===== src/rtl/reg_bank_concat.sv =====
// Register bank with sequential clear, select register and sticky error flag.
// Define REG_BANK_CONCAT_BYPASS_EN to forward in-range write data to the bus in the write cycle.
module reg_bank_concat #(
    parameter int WIDTH    = 8,
    parameter int NUM_REGS = 8
) (
    input  logic                      Clock,
    input  logic                      Reset,
    input  logic                      WrValid,
    output logic                      WrReady,
    input  logic [NUM_REGS-1:0]       WrAddr,
    input  logic [WIDTH-1:0]          WrData,
    input  logic                      ClearReq,
    output logic                      Busy,
    output logic                      ClearDone,
    input  logic                      SelLoad,
    input  logic [NUM_REGS-1:0]       SelIn,
    output logic [NUM_REGS-1:0]       SelectOut,
    output logic [NUM_REGS*WIDTH-1:0] ConcatanatedOutputs,
    output logic                      ErrFlag,
    input  logic                      ErrClr
);

    localparam int IW = (NUM_REGS > 1) ? $clog2(NUM_REGS) : 1;
    localparam logic [NUM_REGS-1:0] LIMIT = NUM_REGS'(NUM_REGS);
    localparam logic [IW-1:0] LAST = IW'(NUM_REGS - 1);

    localparam logic [0:0] IDLE     = 1'b0;
    localparam logic [0:0] CLEARING = 1'b1;

    logic [0:0]          state;
    logic [IW-1:0]       clr_idx;
    logic [WIDTH-1:0]    regs [NUM_REGS];
    logic [NUM_REGS-1:0] sel_q;
    logic                err_q;
    logic                done_q;

    logic wr_fire;
    logic wr_in_range;
    logic wr_ok;
    logic sel_ok;
    logic err_set;
    logic clearing;
    logic clr_last;

    assign clearing    = (state == CLEARING);
    assign wr_fire     = WrValid && (state == IDLE);
    assign wr_in_range = (WrAddr < LIMIT);
    assign wr_ok       = wr_fire && wr_in_range;
    assign sel_ok      = (SelIn < LIMIT);
    assign err_set     = (wr_fire && !wr_in_range) || (SelLoad && !sel_ok);
    assign clr_last    = clearing && (clr_idx == LAST);

    // Ready and busy come straight from the state flop, never from inputs.
    assign WrReady   = (state == IDLE);
    assign Busy      = clearing;
    assign ClearDone = done_q;
    assign SelectOut = sel_q;
    assign ErrFlag   = err_q;

    always_ff @(posedge Clock or posedge Reset) begin
        if (Reset) begin
            state   <= IDLE;
            clr_idx <= '0;
            done_q  <= 1'b0;
        end else begin
            done_q <= clr_last;
            case (state)
                IDLE: begin
                    if (ClearReq) begin
                        state   <= CLEARING;
                        clr_idx <= '0;
                    end
                end
                CLEARING: begin
                    if (clr_last) begin
                        state   <= IDLE;
                        clr_idx <= '0;
                    end else begin
                        clr_idx <= clr_idx + IW'(1);
                    end
                end
                default: begin
                    state   <= IDLE;
                    clr_idx <= '0;
                end
            endcase
        end
    end

    // Writes only land in IDLE and clears only in CLEARING, so they never collide.
    always_ff @(posedge Clock or posedge Reset) begin
        if (Reset) begin
            for (int i = 0; i < NUM_REGS; i++) begin
                regs[i] <= '0;
            end
        end else begin
            for (int i = 0; i < NUM_REGS; i++) begin
                if (wr_ok && (WrAddr == NUM_REGS'(i))) begin
                    regs[i] <= WrData;
                end else if (clearing && (clr_idx == IW'(i))) begin
                    regs[i] <= '0;
                end
            end
        end
    end

    always_ff @(posedge Clock or posedge Reset) begin
        if (Reset) begin
            sel_q <= '0;
        end else if (SelLoad && sel_ok) begin
            sel_q <= SelIn;
        end
    end

    // A new error outranks a simultaneous clear request.
    always_ff @(posedge Clock or posedge Reset) begin
        if (Reset) begin
            err_q <= 1'b0;
        end else if (err_set) begin
            err_q <= 1'b1;
        end else if (ErrClr) begin
            err_q <= 1'b0;
        end
    end

    always_comb begin
        ConcatanatedOutputs = '0;
        for (int i = 0; i < NUM_REGS; i++) begin
            ConcatanatedOutputs[i*WIDTH +: WIDTH] = regs[i];
`ifdef REG_BANK_CONCAT_BYPASS_EN
            if (wr_ok && (WrAddr == NUM_REGS'(i))) begin
                ConcatanatedOutputs[i*WIDTH +: WIDTH] = WrData;
            end
`endif
        end
    end

endmodule

===== config.mk =====
export PLATFORM = sky130hd
export DESIGN_NAME = reg_bank_concat
export DESIGN_NICKNAME = d
export VERILOG_FILES = /design/src/rtl/reg_bank_concat.sv
export SDC_FILE = /design/constraint.sdc
export NUM_CORES = 1
export LEC_CHECK = 0
export ABC_AREA = 1
export ABC_CLOCK_PERIOD_IN_PS = 2850
export CAP_MARGIN = 0
export CORE_MARGIN = 3
export CORE_UTILIZATION = 47
export DETAILED_ROUTE_END_ITERATION = 7
export PLACE_DENSITY = 0.86
export SYNTH_ARGS = -nofsm -noshare
export SYNTH_HDL_FRONTEND = slang
export SYNTH_SLANG_ARGS = --single-unit

===== constraint.sdc =====
create_clock -name Clock -period 2.85 [get_ports Clock]
set_input_delay 0.4275 -clock Clock [delete_from_list [all_inputs] [get_ports Clock]]
set_output_delay 0.4275 -clock Clock [all_outputs]
set_load 0.02 [all_outputs]

After elaboration in Yosys (flattened, before gate mapping). Index checks and enable logic that the tools add are counted.

Output and inout bits: 76. Input port bits: 30. Register bits after elaboration: 78. Logic and storage cells: 91.

Reduce and logical (&&, ||, !) cells: 35. Bitwise gates (word level): 1. $lt $le $gt $ge: 2. Equality and inequality tests: 15. Add/subtract/negate cells: 1. Multiplexer cells: 24.

Operators by type and width (count): 8-bit 2-to-1 mux (16); 8-bit by 3-bit == test with 1-bit output, second input constant (4); 1-bit logical AND (21); 2-bit nonzero test (9); 8-bit by 2-bit == test with 1-bit output, second input constant (2); 8-bit by 4-bit less-than comparator with 1-bit output, second input constant (2); 3-bit == test, second input constant (4); 8-bit by 1-bit == test with 1-bit output, second input constant (1); 8-bit logical NOT (1); 3-bit by 2-bit == test with 1-bit output, second input constant (2); 3-bit 2-to-1 mux (2); 3-bit case mux with 2 select lines (1); 1-bit 2-to-1 mux (4); 3-bit by 1-bit adder with 3-bit output, second input constant (1); 3-bit by 1-bit == test with 1-bit output, second input constant (1); 3-bit logical NOT (1); 1-bit logical NOT (2); 2-bit by 1-bit != test with 1-bit output, second input constant (1); 1-bit case mux with 2 select lines (1); 1-bit logical OR (1); 1-bit NOT (1).

Longest topological paths before layout.
Word-level depth: 5. Mapped depth: 6. Depth with buffers taken out: 6.

Worst setup path after synthesis. Ideal clock, no wire load.

Kind: register to register. Start point: reg state (netlist: Busy). End point: reg regs, in the netlist ConcatanatedOutputs[32]. Stages on the path, launching flop included: 7. Arrival time: 1.422 ns. Slack: 1.362 ns. Required time: 2.783 ns. Clock period less this slack: 1.488 ns. Library setup time: 0.067 ns. Buffers on the path: 1. Path through: dfrtp_1 inv_2 nand2_2 nor3_4 buf_6 nand3_1 nand2_1.

Longest elaborated chain between the ends: 5. Elaborated cells on any way between the ends: 7. Those cells by class: mux (1); bitwise (1); reduce/logical (5).

RTL lines: from (decl) (line 31) `logic [0:0] state;`; from (signal assigned) (line 63) `state <= IDLE;`; from (signal assigned) (line 71) `state <= CLEARING;`; from (signal assigned) (line 77) `state <= IDLE;`; 1-bit NOT *; net WrReady (line 10) `output logic WrReady,`; 1-bit logical AND * (line 47) `assign wr_fire = WrValid && (state == IDLE);`; 1-bit logical AND * (line 49) `assign wr_ok = wr_fire && wr_in_range;`; 1-bit logical AND * (line 99) `if (wr_ok && (WrAddr == NUM_REGS'(i))) begin`; 8-bit 2-to-1 mux or 2-bit nonzero test (tied branches); to (signal, indexed assignment) (line 100) `regs[i] <= WrData;`; to (decl) (line 33) `logic [WIDTH-1:0] regs [NUM_REGS];`.

The timed path passes the listed nets; every way through them passes the cells marked *. A chain may end at the register's enable or synchronous reset.

Worst setup path in the final report.
Start point: reg state (netlist: Busy). End point: out WrReady.

Longest elaborated chain between the ends: 1.

RTL lines (line): 1-bit NOT; to (decl) (10).

Every way passes these cells.

==> flow_summary.ini <==
[outcome]
status = finished clean

[detailed_routing]
wl_per_cell_um = 16.49
post-route-drc-count = 0
dr.pass1.iters = 5
ant_nets = 0
vias = 3286
drt_iter0_drc = 196
vias_per_cell = 5.551
drt_wl_total_mm = 9.760

[synth]
netlist_area_um2 = 3492
synth.area.top_cells = dfrtp_1 56%, nand3_1 21%, nand2_1 9.1%
ys_seq_elements = 78
yosysWarnings = 0
yosysSeqAreaShare_pct = 55.89
synth.top_cell.area_share_pct = 55.89
synth_top_area_cell = dfrtp_1
syn_inst = 388
avgSynthCellArea_um2 = 9.000
synthesis.nets = 424
netlist-cell-type-count = 22

[global_route]
grt-ovfl-total = 0
grt_pass1_wl_mm = 15.65
grt_max_degree = 65
track_usage_pct = 23.61
first_global_vias = 3102
grt_antenna_before_repair = 0

[placed_design]
hpwl_mm = 7.019
dp.cells = 577
port_buffers = 105
gp_congestion = 0.8557
placedInstanceArea_um2 = 4597

[finish]
syn_to_final_growth_pct = 37.05
antennaDiodeCount = 0
layout-drive-gt1-share_pct = 7.661
final_area_um2 = 4786
fin_cells = 592
nets = 528
final_util_pct = 68.55

[clock_network]
htree_levels = 3
cts-root-buf = clkbuf_8
hold_buffers = 0
clk_latency_ns = 0.36
clockBufferDepth = 2
clkTransAtPathRegs_ns = 0.08
post_cts_buffers = 0
cts-buffers-inserted = 9
cts_tree = yes
cts.sinks = 78
cts_resized = 0

[sta]
tightestPinTransition_ns = 0.5965
final.period_utilization_pct = 71.17
skew_ns = 0.01131
fin_crit_ns = 2.028
rsz0062_at_grt = false
fmaxAchievable_ghz = 0.4930
slew_violations = 0
fin_tns_setup_ns = 0
hold_violations = 0
slew-limit-headroom_pct = 60.23
setup_violations = 0

[critical_path]
cp_max_fo = 12
critPathKind = register to primary output
critical_path.startpoint_type = register
critPathArrivalTime_ns = 1.60
crit_path_end_kind = primary output
crit_required_ns = 2.42

[worst_hold_path]
hp-class = input pin to async pin

[floorplan]
design.core.area_um2 = 6982
initial_core_util_pct = 50.02
ios = 106
die_y_um = 92.20
rows = 30
die_w_um = 92.20
die-area_um2 = 8500

[pwr]
ir_drop_uv = 252.0
leakage_nw = 2.371
p_per_area_nw_per_um2 = 545.1

[job]
max-cap-violations = 0
path summary, 6_finish.rpt:
| kind | startpoint | to | slack [ns] | depth (start not counted) |
|---|---|---|---|---|
| setup / recovery | Busy$_DFF_PP0_ | WrReady | 0.82 | 2 |
| hold / removal | Reset | SelectOut[6]$_DFFE_PP0P_ | 0.40 | 2 |
| setup reg to reg | Busy$_DFF_PP0_ | ConcatanatedOutputs[30]$_DFFE_PP0P_ | 1.07 | 6 |
| hold reg to reg | SelectOut[6]$_DFFE_PP0P_ | SelectOut[6]$_DFFE_PP0P_ | 0.49 | 2 |
| max in group asynchronous | Reset | ConcatanatedOutputs[28]$_DFFE_PP0P_ | 1.78 | 3 |
| min in group Clock | SelectOut[6]$_DFFE_PP0P_ | SelectOut[6]$_DFFE_PP0P_ | 0.49 | 2 |
cells in the final DEF, fill, tap and decap left out, types with 2 or more instances in the layout:
master           synthesis  routed
clkinv_4                 0       3
nor2_4                   2       2
clkinv_1                 2       2
clkdlybuf4s50_1          0     105
nand2_1                 85      85
nor3_2                   3       3
nand3_2                  2       2
nor2_2                   3       3
inv_1                   15      14
nand2_2                  2       2
nor2_1                  18      18
nand3_1                144     144
ha_1                     6       6
nand2_4                  2       2
dfrtp_1                 78      78
o21ai_0                  2       2
buf_4                    0       2
clkbuf_8                 0       9
inv_2                    4       5
metal layers:
metal	global-route usage (%)	part of all wire [%]	vias to the layer above
li1	-	-	1505
met1	31.10	41	1577
met2	37.29	47	182
met3	7.055	8.9	22
met4	8.168	2.5	0
met5	0	0	-
worst max-delay path, cell delays in order, from the launching register on:
cell	delay (ns)
dfrtp_1	0.51
inv_2	0.13
clkdlybuf4s50_1	0.60
synthesized netlist by cell type:
cell type  count
nand3_1      144
nand2_1       85
dfrtp_1       78
nor2_1        18
inv_1         15
clkbuf_1       9
buf_6          6
ha_1           6
inv_2          4
nor2_2         3
nor3_2         3
clkinv_1       2
nand2_2        2
nand2_4        2
nand3_2        2
nor2_4         2
o21ai_0        2
nor3_1         1
nor3_4         1
o211ai_1       1
o22ai_1        1
or2_2          1
state kept, by name (all words and copies together), names as in the netlist:
register and count:
ConcatanatedOutputs 64, Busy 1, ErrFlag 1, ClearDone 1
clr_idx 3, SelectOut 8
report_power, final:
group | total, mW | leakage, nW | switching (mW) | internal, mW
logic | 0.558 | 1.21 | 0.362 | 0.196
clock network | 0.822 | 0.0963 | 0.419 | 0.403
registers | 1.23 | 1.06 | 0.0618 | 1.17
stage by stage:
step	power (mW)	setup slack [ns]	hold slack, ns
2_1_floorplan	1.570	0.4275	0.5109
3_3_place_gp	1.788	0.8315	0.4710
3_5_place_dp	1.810	0.7951	0.4809
4_1_cts	2.617	0.8043	0.4108
5_1_grt	2.737	0.7375	0.4117
6_report	2.609	0.8215	0.4040
logic make-up (layout without fill, tap and decap cells):
group / Yosys count / count (layout) / synth area share, %
flip-flops: 78 / 78 / 55.89
buffers and inverters: 36 / 144 / 5.159
adder cells (fa/ha/maj): 6 / 6 / 2.150
AND/OR/NAND/NOR: 264 / 264 / 36.12
AO/OA/AOI/OAI: 4 / 4 / 0.6810
area by class of cell:
type	instances	area, um^2
Clock buffer	10	127.6
Clock inverter	5	61.31
Fill cell	570	2196
Inverter	21	78.83
Multi-Input combinational cell	274	1360
Sequential cell	78	1952
Tap cell	96	120.1
Timing Repair Buffer	108	1086
Power figures use the tool's default switching activity.
